[src/rtl/if_id_stage.sv]
// Instruction-fetch front end: PC register, next-PC select with stalled-redirect
// buffering, IF/ID pipeline register and saturating stall/flush event counters.
module if_id_stage #(
    parameter logic [31:0] RESET_PC  = 32'h0000_0000,
    parameter int          CNT_WIDTH = 16
) (
    input  logic                 Clk,
    input  logic                 Reset,
    input  logic                 PCWrite,
    input  logic                 IF_ID_Write,
    input  logic                 IF_ID_flush,
    input  logic                 redirect_valid,
    input  logic [31:0]          redirect_target,
    input  logic [31:0]          Instruction_in,
    output logic [31:0]          PC_out,
    output logic [31:0]          IF_ID_Instr,
    output logic [31:0]          IF_ID_PCPlus4,
    output logic                 IF_ID_Valid,
    output logic [4:0]           IF_ID_Rs,
    output logic [4:0]           IF_ID_Rt,
    output logic                 redirect_pending,
    output logic [CNT_WIDTH-1:0] stall_count,
    output logic [CNT_WIDTH-1:0] flush_count
);

    logic [31:0]          r_pc, r_instr, r_pcp4, r_ptgt;
    logic                 r_valid, r_pend;
    logic [CNT_WIDTH-1:0] r_stall_cnt, r_flush_cnt;

    logic [31:0] w_tgt, w_pc_plus4, w_pc_next, w_ptgt_next;
    logic        w_pend_next;

    assign w_tgt      = {redirect_target[31:2], 2'b00};
    assign w_pc_plus4 = r_pc + 32'd4;

    // Next-PC select depends only on registered state and control inputs,
    // never on PC_out through imem, so no loop back to PC_out exists.
    always_comb begin
        w_pc_next   = r_pc;
        w_pend_next = r_pend;
        w_ptgt_next = r_ptgt;
        if (PCWrite) begin
            w_pend_next = 1'b0;
            if (redirect_valid)
                w_pc_next = w_tgt;
            else if (r_pend)
                w_pc_next = r_ptgt;
            else
                w_pc_next = w_pc_plus4;
        end else if (redirect_valid) begin
            w_ptgt_next = w_tgt;
            w_pend_next = 1'b1;
        end
    end

    always_ff @(posedge Clk) begin
        if (Reset) begin
            r_pc        <= RESET_PC;
            r_ptgt      <= 32'd0;
            r_pend      <= 1'b0;
            r_instr     <= 32'd0;
            r_pcp4      <= 32'd0;
            r_valid     <= 1'b0;
            r_stall_cnt <= '0;
            r_flush_cnt <= '0;
        end else begin
            r_pc   <= w_pc_next;
            r_ptgt <= w_ptgt_next;
            r_pend <= w_pend_next;
            if (IF_ID_flush) begin
                r_instr <= 32'd0;
                r_pcp4  <= 32'd0;
                r_valid <= 1'b0;
            end else if (IF_ID_Write) begin
                r_instr <= Instruction_in;
                r_pcp4  <= w_pc_plus4;
                r_valid <= 1'b1;
            end
            if (!PCWrite && r_stall_cnt != '1)
                r_stall_cnt <= r_stall_cnt + 1'b1;
            if (IF_ID_flush && r_flush_cnt != '1)
                r_flush_cnt <= r_flush_cnt + 1'b1;
        end
    end

    assign PC_out           = r_pc;
    assign IF_ID_Instr      = r_instr;
    assign IF_ID_PCPlus4    = r_pcp4;
    assign IF_ID_Valid      = r_valid;
    assign IF_ID_Rs         = r_instr[25:21];
    assign IF_ID_Rt         = r_instr[20:16];
    assign redirect_pending = r_pend;
    assign stall_count      = r_stall_cnt;
    assign flush_count      = r_flush_cnt;

endmodule

[config.mk]
export PLATFORM = sky130hd
export DESIGN_NAME = if_id_stage
export DESIGN_NICKNAME = d
export VERILOG_FILES = /design/src/rtl/if_id_stage.sv
export SDC_FILE = /design/constraint.sdc
export NUM_CORES = 1
export LEC_CHECK = 0
export BUFFER_PORTS_ARGS = -buffer_cell sky130_fd_sc_hd__clkbuf_2
export CAP_MARGIN = 20
export CORE_MARGIN = 3
export CORE_UTILIZATION = 47
export DETAILED_ROUTE_END_ITERATION = 10
export MAX_ROUTING_LAYER = met4
export PLACE_DENSITY = 0.73
export REMOVE_ABC_BUFFERS = 1
export SLEW_MARGIN = 15
export SYNTH_ARGS = -nofsm -noshare
export SYNTH_HDL_FRONTEND = slang
export SYNTH_SLANG_ARGS = --single-unit
[constraint.sdc]
create_clock -name Clk -period 2.6 [get_ports Clk]
set_input_delay 0.13 -clock Clk [delete_from_list [all_inputs] [get_ports Clk]]
set_output_delay 0.13 -clock Clk [all_outputs]
set_load 0.05 [all_outputs]
### Word-level counts from Yosys, hierarchy flattened

Index checks and enable logic that the tools add are counted.

* bits of input ports: 70
* output and inout port bits: 140
* bits in writable memories: 0
* bits in latches: 0
* bits in read-only memories: 0
* flip-flop bits (word level): 160
* logic and storage cells: 22
* memories kept: 0

* add/subtract/negate cells: 3
* div/mod/pow operators: 0
* shift operators: 0
* eq/ne operators: 2
* $lt $le $gt $ge: 0
* reductions and logical operators: 6
* muxes and demuxes: 2
* multipliers: 0
* bitwise operators: 1

Operator list (number)
* $mux W32: 2
* $add A16 B1 Y16 const B: 2
* $add A32 B3 Y32 const B: 1
* $ne A16 B16 Y1 const B: 2
* $reduce_or A2 Y1: 2
* $logic_and A1 B1 Y1: 2
* $reduce_and A2 Y1: 1
* $logic_not A1 Y1: 1
* $not A1 Y1: 1

### Logic depth before layout (Yosys ltp)

Gate-level depths: netlist (run 1).

* depth after elaboration: 3
* gate-level depth with buffers: 7
* gate-level depth less buffers: 6

### Worst setup path after synthesis (run 1)

No wires, ideal clock.

* path kind: register -> register
* from: reg r_pc[2] (netlist: PC_out[2])
* to: reg r_pc[30] (netlist: PC_out[30])
* period minus slack after synthesis: 2598 ps
* stages on the path, launching flop included: 8
* data required time: 2514 ps
* buffers on the path: 1
* setup slack: 2 ps
* arrival: 2512 ps
* library setup time: 86 ps
* cell sequence: dfxtp_1 -> ha_1 -> nand3_4 -> or4_4 -> buf_6 -> nor4_4 -> mux2i_1 -> a221oi_2

* longest elaborated chain between the ends: 3

Ends and longest elaborated chain
* start: declaration: RTL line 26 `logic [31:0] r_pc, r_instr, r_pcp4, r_ptgt;`
* start signal: assignment: RTL line 67 `r_pc <= w_pc_next;`
* $add A32 B3 Y32: RTL line 34 `assign w_pc_plus4 = r_pc + 32'd4;`
* $mux W32: RTL line 46 `else if (r_pend)`
* $mux W32: RTL line 44 `if (redirect_valid)`

No other way between the ends.
A chain may end at the register's enable or synchronous reset.

### Worst setup path after layout (run 1)

* from: reg r_pc[3] (netlist: PC_out[3])
* to: reg r_pc[30] (netlist: PC_out[30])

The elaborated chain is that of the path after synthesis.

==> results of run 1 <==
[cells in the final DEF (no fill, tap or decap), drive strengths merged, types with 4 or more instances in the layout]
master / netlist / layout
nor2b: 5 / 5
nand2b: 6 / 6
and4: 12 / 12
nor3: 12 / 12
a211oi: 16 / 16
a211o: 4 / 4
and2: 4 / 4
nand2: 100 / 100
a311oi: 4 / 4
inv: 7 / 7
a22oi: 13 / 13
nand4: 20 / 20
clkinvlp: 0 / 4
and3: 12 / 12
conb: 1 / 4
o22ai: 9 / 9
nand3: 21 / 21
buf: 24 / 22
nor2: 105 / 105
bufinv: 0 / 6
a21oi: 72 / 72
xor2: 23 / 23
mux2i: 43 / 43
clkbuf: 53 / 222
xnor2: 28 / 28
o211ai: 6 / 6
dlygate4sd3: 0 / 62
nor4: 14 / 14
o21ai: 41 / 41
o31ai: 4 / 4
dfxtp: 156 / 156
[state kept, by name, summed over array words and instances, names as in the netlist]
register and cells:
IF_ID_Instr 32, IF_ID_PCPlus4 30, IF_ID_Valid 1, PC_out 30
flush_count 16, r_ptgt 30, redirect_pending 1, stall_count 16
[cells in the mapped netlist, types with 4 or more instances]
master | number | area [um^2]
a21oi_1 | 72 | 360
and4_1 | 11 | 96.3
a22oi_1 | 13 | 97.6
a211oi_1 | 16 | 120
a311oi_1 | 4 | 35.0
dfxtp_1 | 156 | 3120
xnor2_1 | 28 | 245
xor2_1 | 23 | 201
buf_1 | 5 | 18.8
nand4_1 | 20 | 125
mux2i_1 | 43 | 430
nand3_1 | 20 | 100
buf_4 | 14 | 105
o21ai_0 | 41 | 205
clkbuf_1 | 52 | 195
nor2_1 | 105 | 394
nand2_1 | 100 | 375
a211o_1 | 4 | 35.0
and2_1 | 4 | 25.0
o22ai_1 | 9 | 56.3
buf_2 | 4 | 20.0
nor4_1 | 11 | 68.8
and3_1 | 12 | 75.1
nand2b_1 | 6 | 37.5
o211ai_1 | 6 | 45.0
nor2b_1 | 5 | 31.3
nor3_1 | 10 | 50.1
inv_1 | 7 | 26.3
o31ai_1 | 4 | 30.0
[worst max path at each step]
stage / end / start / depth (start not counted) / slack [ps]
floorplan: PC_out[30]$_SDFFE_PP0P_ / PC_out[2]$_SDFFE_PP0P_ / 6 / 60
global placement: PC_out[30]$_SDFFE_PP0P_ / PC_out[3]$_SDFFE_PP0P_ / 6 / 370
detailed placement: PC_out[30]$_SDFFE_PP0P_ / PC_out[3]$_SDFFE_PP0P_ / 6 / 330
CTS: PC_out[30]$_SDFFE_PP0P_ / PC_out[3]$_SDFFE_PP0P_ / 6 / 260
global route: PC_out[30]$_SDFFE_PP0P_ / PC_out[3]$_SDFFE_PP0P_ / 6 / 140
finish: PC_out[30]$_SDFFE_PP0P_ / PC_out[3]$_SDFFE_PP0P_ / 6 / 270
[per-layer routing]
metal  GRT usage (%)  vias to the layer above  wire length (um)
met5               -                        -                 0
met4            8.53                        0               452
met3            5.02                       43              1450
met2            41.2                      258             10000
met1            31.3                     3336              9500
li1                -                     3542                 -
[worst max-delay path: cells and delay by family, from the launching register on]
family          cells  cell delay (ps)
simple gates        3             1120
flops               1              420
mux                 1              300
fa+ha+maj           1              260
compound gates      1              100
[through the flow]
step	cells	area [um^2]	total power [mW]
finish	1323	9790	6.39
global route	1323	9790	6.61
CTS	1322	9790	6.43
detailed placement	1229	8480	3.49
global placement	1229	8480	3.48
floorplan	795	7010	3.16
[area by class of cell]
class                      instances  area (um^2)  share of cell area (%)
antenna                            1         2.50                  0.0256
clock buffer                      21          480                    4.91
clock inverter                    10          210                    2.15
inverter                           7         26.3                   0.268
multi-input combinational        632         3860                    39.4
sequential                       156         3120                    31.9
tap                              211          264                    2.70
timing repair buffer             285         1830                    18.7
[cell families (layout without fill, tap and decap cells)]
group / Yosys count / count (layout) / synth area share (%)
buffers and inverters: 84 / 323 / 5.19
adder cells (fa/ha/maj): 3 / 3 / 0.511
AO/OA/AOI/OAI: 204 / 204 / 17.7
XOR/XNOR: 51 / 51 / 6.08
AND/OR/NAND/NOR: 325 / 325 / 21.8
other: 1 / 5 / 0.0510
multiplexers: 45 / 45 / 6.16
flip-flops: 156 / 156 / 42.5
[power groups by stage]
stage / combinational, mW / clock [mW] / sequential (mW)
4_1_cts: 0.936 / 2.91 / 2.58
3_5_place_dp: 0.856 / 0 / 2.63
6_report: 0.941 / 2.86 / 2.58
2_1_floorplan: 0.274 / 0 / 2.89
5_1_grt: 1.01 / 3.00 / 2.60
3_3_place_gp: 0.849 / 0 / 2.63
==> summary.md, run 1 <==
| Metric | Value |
|---|---|
| R2r endpoint | `PC_out[30]$_SDFFE_PP0P_` |
| Worst Hold Class | `input port to flop` |
| Row cnt | `45` |
| Worst-Margin Slew | `629 ps` |
| I/O pin cnt | `210` |
| CP max-delay cell | `or4_4` |
| Crit Reg-Reg Startpoint | `PC_out[3]$_SDFFE_PP0P_` |
| Core area | `0.0153 mm^2` |
| PwrDens | `653 mW/mm^2` |
| Status | `completed` |
| 1st-pass router iterations | `5` |
| Resize count post-CTS | `0` |
| Final setup viols | `0` |
| CTS tree | `done` |
| Peak supply drop | `0.000442 V` |
| DRC | `0` |
| CP startpoint kind | `flop` |
| WP data arrival | `2620 ps` |
| Clock skew | `6.95 ps` |
| Mean Syn Cell Area | `8.46 um^2` |
| Worst hold stages | `4` |
| Area Growth Syn to Fin | `33.2%` |
| Setup ws final | `266 ps` |
| CTS clk-pin slew, worst paths | `60 ps` |
| Number of CTS-inserted buffers | `17` |
| GR Overflow Total | `0` |
| Total wire length | `21,400 um` |
| Worst setup EP type | `flop` |
| Filler Cells Inserted | `1,276` |
| Fin crit period | `2330 ps` |
| Leakage | `4.12 nW` |
| Seq/Total Area, Yosys | `42.5%` |
| Critical path fanouts, max | `9` |
| Switching power | `1.69 mW` |
| Via-to-Cell Ratio | `5.43` |
| Share of post-route cells with drive strength above 1 | `24.8%` |
| Cell breakdown of the critical path | `ha_1, nand3_4, or4_4, nor4_4, mux2i_1, a221oi_2` |
| Final-report hold violation count | `0` |
| Final core occ | `64.2%` |
| Top_reg_cell synth | `dfxtp_1` |
| Final setup TNS | `0 ps` |
| Worst Setup Path Type | `flop to flop` |
| Flops & latches, synth | `156` |
| CTS Hold Bufs | `62` |
| Initial antenna violation count | `1` |
| Maximum root-to-sink buffer count | `2` |
| Vias in the first global route | `6,683` |
| Routed Antenna Nets | `0` |
| Post-synth cell types | `69` |
| Die width | `131 um` |
| Sw Share | `26.4%` |
| DP Worst Slack | `333 ps` |
| Clock Tree Root | `clkbuf_16` |
| I/O Buffers | `203` |
| Post-Syn Instances | `869` |
| Hold EP | `flush_count[2]$_SDFFE_PP0P_` |
| Global-route wire length before repair | `33,600 um` |
| Post-Syn Area | `0.00735 mm^2` |
| Via Count | `7,179` |
| Clock power share | `44.8%` |
| Dpl hpwl | `14,200 um` |
| Peak per-stage delay on the critical path | `580 ps` |
| RSZ-0062 raised after global routing | `false` |
| Initial Utilization | `48.2%` |
| Maximum clock frequency | `428 MHz` |
| Full die area | `0.0172 mm^2` |
| Post-DR wirelength/cell | `16.2 um` |
| Post-synth EDFFs | `0` |
| Chip height | `131 um` |
| Total global-route track usage | `25.2%` |
| Clk Latency, worst-skew pair | `420 ps` |
| Seq pwr share | `40.5%` |
| Post-CTS Setup Repair Bufs | `0` |
| H-tree lvl count | `4` |
| Violation count after the first detailed-route iteration | `454` |
| Hold Startpoint | `IF_ID_flush` |
| Int Pwr | `4.70 mW` |
| Nets | `1,172` |
| Max Cap Viol | `0` |
| Syn. warnings | `0` |
| Final worst-path cycle share | `89.8%` |
| Worst slew margin | `57.7%` |
| Required @ worst endpoint | `2880 ps` |
| Hold_ws | `159 ps` |
| R2R depth | `6` |
| Routability Congestion | `0.915` |
| CTS sink cnt | `156` |
| Largest net degree at the start of global routing | `51` |
| Reg2Reg Setup Slack | `270 ps` |
| Max-slew violation count | `0` |
| Fraction of registers with async set/reset | `0%` |
| Logic pwr share | `14.7%` |
(Power assumes the default switching activity.)
==> run 2: changes to the inputs <==
--- a/config.mk
+++ b/config.mk
@@ -7,11 +7,13 @@
 export LEC_CHECK = 0
 export BUFFER_PORTS_ARGS = -buffer_cell sky130_fd_sc_hd__clkbuf_2
 export CAP_MARGIN = 20
+export CELL_PAD_IN_SITES_DETAIL_PLACEMENT = 2
+export CELL_PAD_IN_SITES_GLOBAL_PLACEMENT = 2
 export CORE_MARGIN = 3
-export CORE_UTILIZATION = 47
+export CORE_UTILIZATION = 30
 export DETAILED_ROUTE_END_ITERATION = 10
 export MAX_ROUTING_LAYER = met4
-export PLACE_DENSITY = 0.73
+export PLACE_DENSITY_LB_ADDON = 0.1
 export REMOVE_ABC_BUFFERS = 1
 export SLEW_MARGIN = 15
 export SYNTH_ARGS = -nofsm -noshare
==> run 2 against run 1 <==
  * Die area up 54%
  * Global-route usage fell by 4.3 points
  * Critical path depth fell by 1
  * Clock skew grew 5.9 ps
  * Setup slack improved by 61 ps
  * Utilization decreased by 23 points
  * Count of clock-buffer cells in the layout fell by 3
  * Sequential cell count is the same
  * Sequential power about the same
  * First-iteration DRC count is 39% lower
  * Combinational power grew 3.7%
  * Largest cell class unchanged
  * Highest routed layer unchanged
==> summary.md, run 2 (synthesized netlist as in run 1, its figures left out) <==
| Metric | Value |
|---|---|
| Most common cell after layout, fill and taps aside | `clkbuf_2` |
| Max Cap Viol | `0` |
| Worst setup EP type | `flop` |
| Switching power | `1.86 mW` |
| Maximum root-to-sink buffer count | `2` |
| PwrDens | `602 mW/mm^2` |
| Setup ws final | `327 ps` |
| Violation count after the first detailed-route iteration | `275` |
| Dpl hpwl | `18,500 um` |
| Core area | `0.0238 mm^2` |
| Initial antenna violation count | `0` |
| Routability Congestion | `0.747` |
| H-tree lvl count | `4` |
| Worst slew margin | `40.2%` |
| CTS Hold Bufs | `62` |
| Row cnt | `56` |
| Via Count | `7,247` |
| Final worst-path cycle share | `87.4%` |
| Peak supply drop | `0.000343 V` |
| Number of CTS-inserted buffers | `17` |
| DRC | `0` |
| Initial Utilization | `30.9%` |
| Clock power share | `39.7%` |
| Resize count post-CTS | `0` |
| Max-slew violation count | `0` |
| Post-DR wirelength/cell | `18.8 um` |
| R2R depth | `5` |
| CTS tree | `done` |
| Most frequent cells in the layout | `201 x clkbuf_2, 156 x dfxtp_1, 104 x nor2_1` |
| I/O pin cnt | `210` |
| Post-CTS Setup Repair Bufs | `0` |
| Area Growth Syn to Fin | `33.5%` |
| Largest net degree at the start of global routing | `45` |
| Required @ worst endpoint | `2900 ps` |
| Hold Startpoint | `Reset` |
| Vias in the first global route | `7,740` |
| Global-route wire length before repair | `42,600 um` |
| Clock Tree Root | `clkbuf_16` |
| Full die area | `0.0264 mm^2` |
| GR Overflow Total | `0` |
| Filler Cells Inserted | `2,698` |
| Chip height | `163 um` |
| Sw Share | `31.5%` |
| Hold EP | `PC_out[3]$_SDFFE_PP0P_` |
| RSZ-0062 raised after global routing | `false` |
| Routed Antenna Nets | `0` |
| R2r endpoint | `IF_ID_PCPlus4[31]$_SDFFE_PP0P_` |
| Via-to-Cell Ratio | `5.04` |
| Nets | `1,179` |
| 1st-pass router iterations | `5` |
| WP data arrival | `2570 ps` |
| Share of post-route cells with drive strength above 1 | `25.3%` |
| DP Worst Slack | `314 ps` |
| Worst Hold Class | `input port to flop` |
| Critical path fanouts, max | `12` |
| Worst Setup Path Type | `flop to flop` |
| Total global-route track usage | `20.9%` |
| I/O Buffers | `203` |
| Worst hold stages | `2` |
| Seq pwr share | `43.8%` |
| Die width | `163 um` |
| Clk Latency, worst-skew pair | `430 ps` |
| Reg2Reg Setup Slack | `330 ps` |
| Max FFs per register | `32` |
| Final setup viols | `0` |
| Leakage | `4.08 nW` |
| Final setup TNS | `0 ps` |
| ANT cells | `0` |
| Total wire length | `27,100 um` |
| Final-report hold violation count | `0` |
| Maximum clock frequency | `440 MHz` |
| Crit Reg-Reg Startpoint | `PC_out[5]$_SDFFE_PP0P_` |
| Logic pwr share | `16.5%` |
| Fin crit period | `2270 ps` |
| CTS sink cnt | `156` |
| Int Pwr | `4.05 mW` |
| CTS clk-pin slew, worst paths | `60 ps` |
| Clock skew | `12.9 ps` |
| CP startpoint kind | `flop` |
| Worst-Margin Slew | `897 ps` |
| Status | `completed` |
-- run 2: cell count changes in the layout (fill, tap and decap cells not counted), sizes merged --
cell      previous run  this run
clkbuf             222       219
clkinvlp             4         5
clkinv               0         4
buf                 22        29
diode                1         0
bufinv               6         0
inv                  7        12
-- run 2: power groups by stage --
stage | clock network, mW | registers (mW) | logic (mW)
global route | 2.54 | 2.60 | 1.05
global placement | 0 | 2.64 | 0.890
CTS | 2.43 | 2.59 | 0.986
detailed placement | 0 | 2.64 | 0.903
finish | 2.35 | 2.59 | 0.976
floorplan | 0 | 2.89 | 0.274
-- run 2: routing by layer --
metal	global-route usage (%)	vias up	wire length (um)
met5	-	-	0
met4	4.15	0	211
met3	4.12	11	1180
met2	36.7	138	13700
met1	24.9	3565	12000
li1	-	3533	-
-- run 2: layout make-up --
cell class                      count  area (um^2)  area share, %
Tap cell                          319          399           4.07
Clock inverter                     14          111           1.13
Sequential cell                   156         3120           31.8
Clock buffer                       18          429           4.37
Timing Repair Buffer              292         1870           19.0
Multi-Input combinational cell    632         3860           39.3
Inverter                            7         26.3          0.268
-- run 2: worst max-delay path by stage --
stage	from	end	slack [ps]	cells after the start
5_1_grt	PC_out[5]$_SDFFE_PP0P_	IF_ID_PCPlus4[31]$_SDFFE_PP0P_	120	5
3_3_place_gp	PC_out[3]$_SDFFE_PP0P_	PC_out[30]$_SDFFE_PP0P_	350	6
4_1_cts	PC_out[3]$_SDFFE_PP0P_	PC_out[30]$_SDFFE_PP0P_	310	6
2_1_floorplan	PC_out[2]$_SDFFE_PP0P_	PC_out[30]$_SDFFE_PP0P_	60	6
6_report	PC_out[5]$_SDFFE_PP0P_	IF_ID_PCPlus4[31]$_SDFFE_PP0P_	330	5
3_5_place_dp	PC_out[3]$_SDFFE_PP0P_	PC_out[30]$_SDFFE_PP0P_	310	6
-- run 2: critical path, cell delays in order (launching register included) --
cell and delay (ps):
dfxtp_1 480, nand3_1 260, or4_4 700, nor4_2 370, xnor2_1 210, o21ai_0 130
-- run 2: stage by stage --
| stage | std cells | util [%] | area (um^2) | total power [mW] | hold slack (ps) |
|---|---|---|---|---|---|
| finish | 1438 | 41.3 | 9810 | 5.91 | 119 |
| global route | 1438 | 41.3 | 9810 | 6.19 | 118 |
| CTS | 1438 | 41.3 | 9810 | 6.00 | 109 |
| detailed placement | 1344 | 36.4 | 8650 | 3.54 | 377 |
| global placement | 1344 | 36.4 | 8650 | 3.53 | 366 |
| floorplan | 795 | - | 7010 | 3.16 | 196 |
==> run 3: changes to the inputs <==
--- a/config.mk
+++ b/config.mk
@@ -14,8 +14,8 @@
 export DETAILED_ROUTE_END_ITERATION = 10
 export MAX_ROUTING_LAYER = met4
 export PLACE_DENSITY_LB_ADDON = 0.1
+export RECOVER_POWER = 100
 export REMOVE_ABC_BUFFERS = 1
-export SLEW_MARGIN = 15
 export SYNTH_ARGS = -nofsm -noshare
 export SYNTH_HDL_FRONTEND = slang
 export SYNTH_SLANG_ARGS = --single-unit
==> run 3 against run 2 <==
  * The run now ends with max-capacitance violations, max-slew violations left
  * Highest routed layer unchanged
  * Maximum frequency shrank 4.0%
  * Largest power group unchanged
  * Final cell count unchanged
  * Clock skew barely moved
  * Sequential power is essentially flat
  * Count of clock-buffer cells in the layout stayed put
==> summary.md, run 3 (synthesized netlist as in run 1, its figures left out) <==
| Metric | Value |
|---|---|
| Worst Setup Path Type | `flop to flop` |
| DRC | `0` |
| Share of post-route cells with drive strength above 1 | `11.8%` |
| Resize count post-CTS | `0` |
| Core area | `0.0238 mm^2` |
| Hold_ws | `161 ps` |
| Routed Antenna Nets | `0` |
| CP startpoint kind | `flop` |
| Clock skew | `12.6 ps` |
| H-tree lvl count | `4` |
| Worst setup EP type | `flop` |
| Global-route wire length before repair | `42,600 um` |
| Max FFs per register | `32` |
| Full die area | `0.0264 mm^2` |
| Total wire length | `27,300 um` |
| Max Cap Viol | `1` |
| Final core occ | `40.3%` |
| Nets | `1,179` |
| CTS sink cnt | `156` |
| Required @ worst endpoint | `2950 ps` |
| Initial antenna violation count | `0` |
| Most frequent cells in the layout | `156 x dfxtp_1, 145 x clkbuf_1, 105 x nor2_1` |
| Violation count after the first detailed-route iteration | `290` |
| Largest net degree at the start of global routing | `45` |
| Initial Utilization | `30.9%` |
| CTS Hold Bufs | `62` |
| Maximum root-to-sink buffer count | `2` |
| RSZ-0062 raised after global routing | `false` |
| Total global-route track usage | `20.9%` |
| Critical path fanouts, max | `10` |
| Max-slew violation count | `45` |
| GR Overflow Total | `0` |
| Final worst-path cycle share | `91.0%` |
| Post-DR wirelength/cell | `19.0 um` |
| Final setup TNS | `0 ps` |
| Area Growth Syn to Fin | `30.2%` |
| PwrDens | `615 mW/mm^2` |
| Most common cell after layout, fill and taps aside | `dfxtp_1` |
| Via Count | `7,313` |
| Peak supply drop | `0.000348 V` |
| Chip height | `163 um` |
| Worst-Margin Slew | `1630 ps` |
| Status | `finished with violations` |
| Routability Congestion | `0.747` |
| Vias in the first global route | `7,740` |
| Clock Tree Root | `clkbuf_16` |
| ANT cells | `0` |
| Number of CTS-inserted buffers | `17` |
| Fin crit period | `2370 ps` |
| Failing checks | `max-capacitance violations, max-slew violations` |
| Final setup viols | `0` |
| Clk Latency, worst-skew pair | `430 ps` |
| Filler Cells Inserted | `2,785` |
| Dpl hpwl | `18,500 um` |
| Post-CTS Setup Repair Bufs | `0` |
| Final-report hold violation count | `0` |
| 1st-pass router iterations | `4` |
| Worst Hold Class | `input port to flop` |
| Via-to-Cell Ratio | `5.09` |
| Row cnt | `56` |
| Leakage | `3.55 nW` |
| I/O Buffers | `203` |
| WP data arrival | `2720 ps` |
| Maximum clock frequency | `422 MHz` |
| Die width | `163 um` |
| Worst slew margin | `-8.43%` |
| CTS tree | `done` |
| I/O pin cnt | `210` |
| CTS clk-pin slew, worst paths | `60 ps` |
[run 3: cell types whose count changed in the layout (fill, tap and decap cells not counted), moves of 2 or more]
cell	delta
clkbuf_2	-134
clkbuf_1	+144
buf_4	-8
nor3_1	+2
[run 3: layout make-up]
| type | count | area, um^2 | area share [%] |
|---|---|---|---|
| multi-input cells | 632 | 3830 | 40.0 |
| flip-flops and latches | 156 | 3120 | 32.6 |
| repair buffers | 292 | 1650 | 17.3 |
| clock buffers | 18 | 429 | 4.48 |
| well taps | 319 | 399 | 4.17 |
| clock inverters | 14 | 111 | 1.16 |
| inverters | 7 | 26.3 | 0.275 |
[run 3: per-layer routing]
layer	GRT usage (%)	wire length, um	vias up
li1	-	-	3537
met1	24.9	12100	3607
met2	36.7	13700	156
met3	4.12	1260	13
met4	4.15	211	0
met5	-	0	-
[run 3: critical path, stage by stage, from the launching register on]
cell,delay (ps)
dfxtp_1,490
clkbuf_1,490
nor2b_1,330
clkbuf_2,420
a22oi_1,160
o31ai_1,110
a22oi_1,130
nor2_1,140
[run 3: final timing paths]
kind | from | end | slack (ps) | cells past startpoint
max | redirect_pending$_SDFFE_PP0P_ | PC_out[10]$_SDFFE_PP0P_ | 230 | 7
min reg2reg | r_ptgt[31]$_SDFFE_PP0P_ | r_ptgt[31]$_SDFFE_PP0P_ | 450 | 2
max reg2reg | redirect_pending$_SDFFE_PP0P_ | PC_out[10]$_SDFFE_PP0P_ | 230 | 7
min | IF_ID_flush | flush_count[2]$_SDFFE_PP0P_ | 160 | 4
[run 3: where the power goes]
part	total (mW)	internal (mW)	switching, mW
sequential	2.59	2.48	0.102
clock	2.35	1.24	1.11
combinational	0.951	0.300	0.652
total	5.89	4.02	1.87
[run 3: stage by stage]
| step | setup slack [ps] | cells | power [mW] | cell area, um^2 |
|---|---|---|---|---|
| 4_1_cts | 309 | 1438 | 6.00 | 9810 |
| 2_1_floorplan | 64.2 | 795 | 3.16 | 7010 |
| 5_1_grt | 102 | 1438 | 6.17 | 9570 |
| 3_3_place_gp | 346 | 1344 | 3.53 | 8650 |
| 3_5_place_dp | 314 | 1344 | 3.54 | 8650 |
| 6_report | 233 | 1438 | 5.89 | 9570 |
